==> src/rtl/serial_bridge_if.sv <==
// serial_bridge_if: host and processor byte streams plus occupancy of the serial bridge.
// drop_count_out exists only when SERIAL_BRIDGE_DROP_CNT_EN is defined.
interface serial_bridge_if #(parameter int DEPTH = 8);
   localparam int CW = $clog2(DEPTH) + 1;
   logic [7:0] host_rx_data_in;
   logic host_rx_valid_in;
   logic host_rx_ready_out;
   logic [7:0] host_tx_data_out;
   logic host_tx_valid_out;
   logic host_tx_ready_in;
   logic [7:0] proc_rx_data_out;
   logic proc_rx_valid_out;
   logic proc_rx_rden_in;
   logic proc_tx_ready_out;
   logic [7:0] proc_tx_data_in;
   logic proc_tx_wren_in;
   logic [CW-1:0] rx_count_out;
   logic [CW-1:0] tx_count_out;
`ifdef SERIAL_BRIDGE_DROP_CNT_EN
   logic [7:0] drop_count_out;
`endif
   modport slave (
      input host_rx_data_in, host_rx_valid_in, host_tx_ready_in,
      input proc_rx_rden_in, proc_tx_data_in, proc_tx_wren_in,
      output host_rx_ready_out, host_tx_data_out, host_tx_valid_out,
      output proc_rx_data_out, proc_rx_valid_out, proc_tx_ready_out,
`ifdef SERIAL_BRIDGE_DROP_CNT_EN
      output drop_count_out,
`endif
      output rx_count_out, tx_count_out
   );
   modport master (
      output host_rx_data_in, host_rx_valid_in, host_tx_ready_in,
      output proc_rx_rden_in, proc_tx_data_in, proc_tx_wren_in,
      input host_rx_ready_out, host_tx_data_out, host_tx_valid_out,
      input proc_rx_data_out, proc_rx_valid_out, proc_tx_ready_out,
`ifdef SERIAL_BRIDGE_DROP_CNT_EN
      input drop_count_out,
`endif
      input rx_count_out, tx_count_out
   );
endinterface

==> src/rtl/serial_bridge.sv <==
// serial_bridge: independent first-word-fall-through RX (host->proc) and TX (proc->host) byte FIFOs.
// Define SERIAL_BRIDGE_DROP_CNT_EN to add a saturating count of dropped writes / empty reads.
module serial_bridge #(parameter int DEPTH = 8) (
   input logic clock,
   input logic reset,
   serial_bridge_if.slave bus
);
   localparam int AW = $clog2(DEPTH);
   localparam int CW = AW + 1;
   logic [7:0] rx_mem [DEPTH];
   logic [7:0] tx_mem [DEPTH];
   logic [AW-1:0] rx_wp, rx_rp, tx_wp, tx_rp;
   logic [CW-1:0] rx_cnt, tx_cnt;
   logic rx_push, rx_pop, tx_push, tx_pop;
   assign bus.host_rx_ready_out = rx_cnt < CW'(DEPTH);
   assign bus.proc_rx_valid_out = rx_cnt != '0;
   assign bus.proc_tx_ready_out = tx_cnt < CW'(DEPTH);
   assign bus.host_tx_valid_out = tx_cnt != '0;
   assign bus.proc_rx_data_out = rx_mem[rx_rp];
   assign bus.host_tx_data_out = tx_mem[tx_rp];
   assign bus.rx_count_out = rx_cnt;
   assign bus.tx_count_out = tx_cnt;
   assign rx_push = bus.host_rx_valid_in && bus.host_rx_ready_out;
   assign rx_pop = bus.proc_rx_rden_in && bus.proc_rx_valid_out;
   assign tx_push = bus.proc_tx_wren_in && bus.proc_tx_ready_out;
   assign tx_pop = bus.host_tx_ready_in && bus.host_tx_valid_out;
   // Storage is not reset; outputs are qualified by the valids.
   always_ff @(posedge clock) begin
      if (rx_push) rx_mem[rx_wp] <= bus.host_rx_data_in;
      if (tx_push) tx_mem[tx_wp] <= bus.proc_tx_data_in;
   end
   // DEPTH is a power of two, so pointer increments wrap on their own.
   always_ff @(posedge clock) begin
      if (reset) begin
         rx_wp <= '0;
         rx_rp <= '0;
         rx_cnt <= '0;
         tx_wp <= '0;
         tx_rp <= '0;
         tx_cnt <= '0;
      end else begin
         rx_wp <= rx_wp + AW'(rx_push);
         rx_rp <= rx_rp + AW'(rx_pop);
         rx_cnt <= rx_cnt + CW'(rx_push) - CW'(rx_pop);
         tx_wp <= tx_wp + AW'(tx_push);
         tx_rp <= tx_rp + AW'(tx_pop);
         tx_cnt <= tx_cnt + CW'(tx_push) - CW'(tx_pop);
      end
   end
`ifdef SERIAL_BRIDGE_DROP_CNT_EN
   logic drop;
   assign drop = (bus.proc_tx_wren_in && !bus.proc_tx_ready_out) ||
                 (bus.proc_rx_rden_in && !bus.proc_rx_valid_out);
   always_ff @(posedge clock) begin
      if (reset) bus.drop_count_out <= '0;
      else if (drop && bus.drop_count_out != 8'hff) bus.drop_count_out <= bus.drop_count_out + 8'd1;
   end
`endif
endmodule

==> src/flat_wrapper.sv <==
// flat-port wrapper written by rule: the top's interface ports become plain ports
module serial_bridge_flat 
#(parameter int DEPTH = 8)
  (clock, reset, bus_host_rx_data_in, bus_host_rx_valid_in, bus_host_tx_ready_in, bus_proc_rx_rden_in, bus_proc_tx_data_in, bus_proc_tx_wren_in, bus_host_rx_ready_out, bus_host_tx_data_out, bus_host_tx_valid_out, bus_proc_rx_data_out, bus_proc_rx_valid_out, bus_proc_tx_ready_out, bus_rx_count_out, bus_tx_count_out);
  serial_bridge_if #(.DEPTH(DEPTH)) bus_i ();
  input logic clock;
  input logic reset;
  input wire logic [$bits(bus_i.host_rx_data_in)-1:0] bus_host_rx_data_in;
  input wire logic [$bits(bus_i.host_rx_valid_in)-1:0] bus_host_rx_valid_in;
  input wire logic [$bits(bus_i.host_tx_ready_in)-1:0] bus_host_tx_ready_in;
  input wire logic [$bits(bus_i.proc_rx_rden_in)-1:0] bus_proc_rx_rden_in;
  input wire logic [$bits(bus_i.proc_tx_data_in)-1:0] bus_proc_tx_data_in;
  input wire logic [$bits(bus_i.proc_tx_wren_in)-1:0] bus_proc_tx_wren_in;
  output wire logic [$bits(bus_i.host_rx_ready_out)-1:0] bus_host_rx_ready_out;
  output wire logic [$bits(bus_i.host_tx_data_out)-1:0] bus_host_tx_data_out;
  output wire logic [$bits(bus_i.host_tx_valid_out)-1:0] bus_host_tx_valid_out;
  output wire logic [$bits(bus_i.proc_rx_data_out)-1:0] bus_proc_rx_data_out;
  output wire logic [$bits(bus_i.proc_rx_valid_out)-1:0] bus_proc_rx_valid_out;
  output wire logic [$bits(bus_i.proc_tx_ready_out)-1:0] bus_proc_tx_ready_out;
  output wire logic [$bits(bus_i.rx_count_out)-1:0] bus_rx_count_out;
  output wire logic [$bits(bus_i.tx_count_out)-1:0] bus_tx_count_out;
  assign bus_i.host_rx_data_in = bus_host_rx_data_in;
  assign bus_i.host_rx_valid_in = bus_host_rx_valid_in;
  assign bus_i.host_tx_ready_in = bus_host_tx_ready_in;
  assign bus_i.proc_rx_rden_in = bus_proc_rx_rden_in;
  assign bus_i.proc_tx_data_in = bus_proc_tx_data_in;
  assign bus_i.proc_tx_wren_in = bus_proc_tx_wren_in;
  assign bus_host_rx_ready_out = bus_i.host_rx_ready_out;
  assign bus_host_tx_data_out = bus_i.host_tx_data_out;
  assign bus_host_tx_valid_out = bus_i.host_tx_valid_out;
  assign bus_proc_rx_data_out = bus_i.proc_rx_data_out;
  assign bus_proc_rx_valid_out = bus_i.proc_rx_valid_out;
  assign bus_proc_tx_ready_out = bus_i.proc_tx_ready_out;
  assign bus_rx_count_out = bus_i.rx_count_out;
  assign bus_tx_count_out = bus_i.tx_count_out;
  serial_bridge #(.DEPTH(DEPTH)) u_core (.clock(clock), .reset(reset), .bus(bus_i));
endmodule
==> config.mk <==
export PLATFORM = sky130hd
export DESIGN_NAME = serial_bridge_flat
export DESIGN_NICKNAME = d
export VERILOG_FILES = /design/src/rtl/serial_bridge_if.sv /design/src/rtl/serial_bridge.sv /design/src/flat_wrapper.sv
export SDC_FILE = /design/constraint.sdc
export NUM_CORES = 1
export LEC_CHECK = 0
export CAP_MARGIN = 15
export CORE_AREA = 2 2 133 135
export DETAILED_ROUTE_END_ITERATION = 10
export DIE_AREA = 0 0 135 137
export PLACE_DENSITY = 0.53
export SYNTH_ARGS = -nofsm -noshare
export SYNTH_HDL_FRONTEND = slang
export SYNTH_SLANG_ARGS = --single-unit
export TNS_END_PERCENT = 5
==> constraint.sdc <==
create_clock -name clock -period 2.6 [get_ports clock]
set_input_delay 0.39 -clock clock [delete_from_list [all_inputs] [get_ports clock]]
set_output_delay 0.39 -clock clock [all_outputs]
set_load 0.01 [all_outputs]
==> results_dict.tcl <==
set metrics [dict create \
    status "finished, final reports clean" \
    overflow 0 \
    syn2layout_area_growth_pct 24.0 \
    dp_cells 595 \
    path_max_fanout 9 \
    hp-class "register to register" \
    min_from "u_core.rx_wp[2]" \
    core_area_um2 17100 \
    synthArstFlopShare_pct 0 \
    slew_violations 0 \
    drt_iter0_markers 180 \
    skew_ns 0.00322 \
    p_leak_nw 2.59 \
    viasPerCell 4.68 \
    drive_above_1_share_pct 21.8 \
    post-dp-hpwl_mm 7.04 \
    tightest_slew_ns 0.613 \
    synth-seq-cells 148 \
    r2r_cells 9 \
    fp-row-count 48 \
    clk_latency_ns 0.42 \
    place_area_um2 6920 \
    antennaDiodeCount 0 \
    synth_edf_count 128 \
    ir_drop_mv 0.502 \
    design_area_um2 7480 \
    ant_nets 0 \
    holdWs_ns 0.545 \
    die_h_um 137 \
    htreeDepth 4 \
    holdPathStages 2 \
    ff2ff_setup_slack_ns 0.43 \
    first_pass_iters 5 \
    synthDistinctLibCells 25 \
    path_class "register to output pin" \
    syn_area_um2 6030 \
    top_level_ports 50 \
    seq_area_frac_synth_pct 70.3 \
    synth_fp_nets 346 \
    clk_pin_slew_ns 0.06 \
    place_congestion 0.742 \
    finalNonFillerCells 633 \
    reg2reg_from "u_core.bus.rx_count_out[2]" \
    synth-main-ff-cell "edfxtp_1" \
    clock_sinks 148 \
    antenna_found_initial 0 \
    post-route-period-util_pct 96.7 \
    io_buffers 49 \
    drc 0 \
    grt_max_degree 18 \
    n_fill_cell 1524 \
    critPathLaunchType "register" \
    grt_pass1_wl_mm 17.3 \
    max_freq_ghz 0.398 \
    hold_end "u_core.rx_wp[2]" \
    critPathCaptureType "output pin" \
    globalRouteTotalUtil_pct 13.1 \
    period_minus_slack_ns 2.51 \
    die_area_um2 18500 \
    hold_viol 0 \
    rsz0062_at_grt "no" \
    relSlewSlack_pct 59.1 \
    cts_tree "done" \
    cap_violations 0 \
    cts-buffers-inserted 17 \
    start_util_pct 35.4 \
    arrival_ns 2.12 \
    nNetsFinal 434 \
    syn-instance-count 308 \
    setup_viol 0 \
    ys_warn_count 0 \
    final_cell_mix "edfxtp_1 (128), clkdlybuf4s50_1 (33), buf_4 (28)" \
    cts_root_buffer "clkbuf_16" \
    postRouteWirelength_mm 11.1 \
    wl_per_cell_um 17.5 \
    clock_tree.buffer_depth 2 \
    powerDensity_nw_per_um2 875 \
    synth_area_per_cell_um2 19.6 \
    reg2reg_to "u_core.bus.rx_count_out[2]" \
    grt_pass1_vias 3193 \
    cp.required_ns 2.21 \
    vias 2963 \
    die_w_um 135 \
    hold_buffers 0 \
    final_common_cell "edfxtp_1" \
]
critical path, cell delays in order, from the launching register on:
cell and delay (ns):
dfxtp_2 0.35, buf_12 0.13, buf_6 0.12, mux4_1 0.55, mux2_2 0.27, dlygate4sd2_1 0.28
Yosys cell counts, types with 3 or more instances:
library cell,instances,area [um^2]
nor3_1,4,20.0
inv_1,6,22.5
xnor2_1,6,52.6
clkbuf_1,6,22.5
ha_1,14,175
nor2b_1,14,87.6
dfxtp_1,20,400
mux2_2,18,203
edfxtp_1,128,3840
nand2_1,6,22.5
a21oi_1,4,20.0
mux4_2,3,67.6
nor2_1,22,82.6
mux4_1,29,762
nand2b_1,8,50.1
worst max-delay path by stage:
| stage | slack [ns] | start | end | cells after the start |
|---|---|---|---|---|
| after floorplan | 0.44 | u_core.bus.rx_count_out[3] | u_core.bus.rx_count_out[2] | 9 |
| after global placement | 0.32 | u_core.rx_rp[1] | bus_proc_rx_data_out[7] | 4 |
| after detailed placement | 0.30 | u_core.tx_rp[1] | bus_host_tx_data_out[4] | 4 |
| after CTS | -0.12 | u_core.tx_rp[1] | bus_host_tx_data_out[4] | 4 |
| after global routing | 0.005 | u_core.tx_rp[1] | bus_host_tx_data_out[3] | 5 |
| final | 0.09 | u_core.tx_rp[1] | bus_host_tx_data_out[7] | 5 |
state kept, by name (all words and copies together), names as in the netlist:
register	cells
u_core.bus.rx_count_out	4
u_core.bus.tx_count_out	4
u_core.rx_mem	64
u_core.rx_rp	3
u_core.rx_wp	3
u_core.tx_mem	64
u_core.tx_rp	3
u_core.tx_wp	3
layer usage:
metal	up-vias	routed length, um	global-route usage [%]
met3	10	495	4.59
met1	1486	4460	14.3
li1	1405	-	-
met4	0	141	5.50
met2	62	6010	23.1
met5	-	0	0
power breakdown:
group | switching [mW] | total, mW | internal, mW
logic | 0.626 | 1.46 | 0.837
registers | 0.135 | 2.91 | 2.77
clock network | 0.885 | 2.18 | 1.29
total | 1.65 | 6.55 | 4.90
cells by family (layout without fill, tap and decap cells):
group           after synthesis  after routing  share of synthesized area [%]
simple gates                 62             62                           5.22
mux                          52             52                           17.4
compound gates                6              6                          0.622
xor+xnor                      6              6                          0.871
flops                       148            148                           70.3
fa+ha+maj                    16             16                           3.57
buf+inv                      18            118                           1.95
final cells by class:
cell class	instances	area [um^2]	share of cell area (%)
clock buffers	20	437	5.84
multi-input cells	142	1660	22.2
well taps	225	282	3.76
clock inverters	11	88.8	1.19
inverters	6	22.5	0.301
repair buffers	81	747	9.98
flip-flops and latches	148	4250	56.7
per-stage QoR:
stage                     setup TNS, ns  power, mW  setup slack (ns)  utilization [%]
after CTS                        -0.120       6.62            -0.120             43.6
after detailed placement              0       4.49             0.299             40.6
final                                 0       6.55            0.0870             43.9
after global routing                  0       6.89           0.00503             43.9
after global placement                0       4.46             0.320             40.6
after floorplan                       0       3.83             0.438                -
repair_timing:
| action | 4_1_cts | 5_1_grt |
|---|---|---|
| gates resized for setup | 17 | 5 |
| setup buffers | 0 | 7 |
| endpoints found under the setup margin | 16 | 1 |
Power figures use the tool's default switching activity.
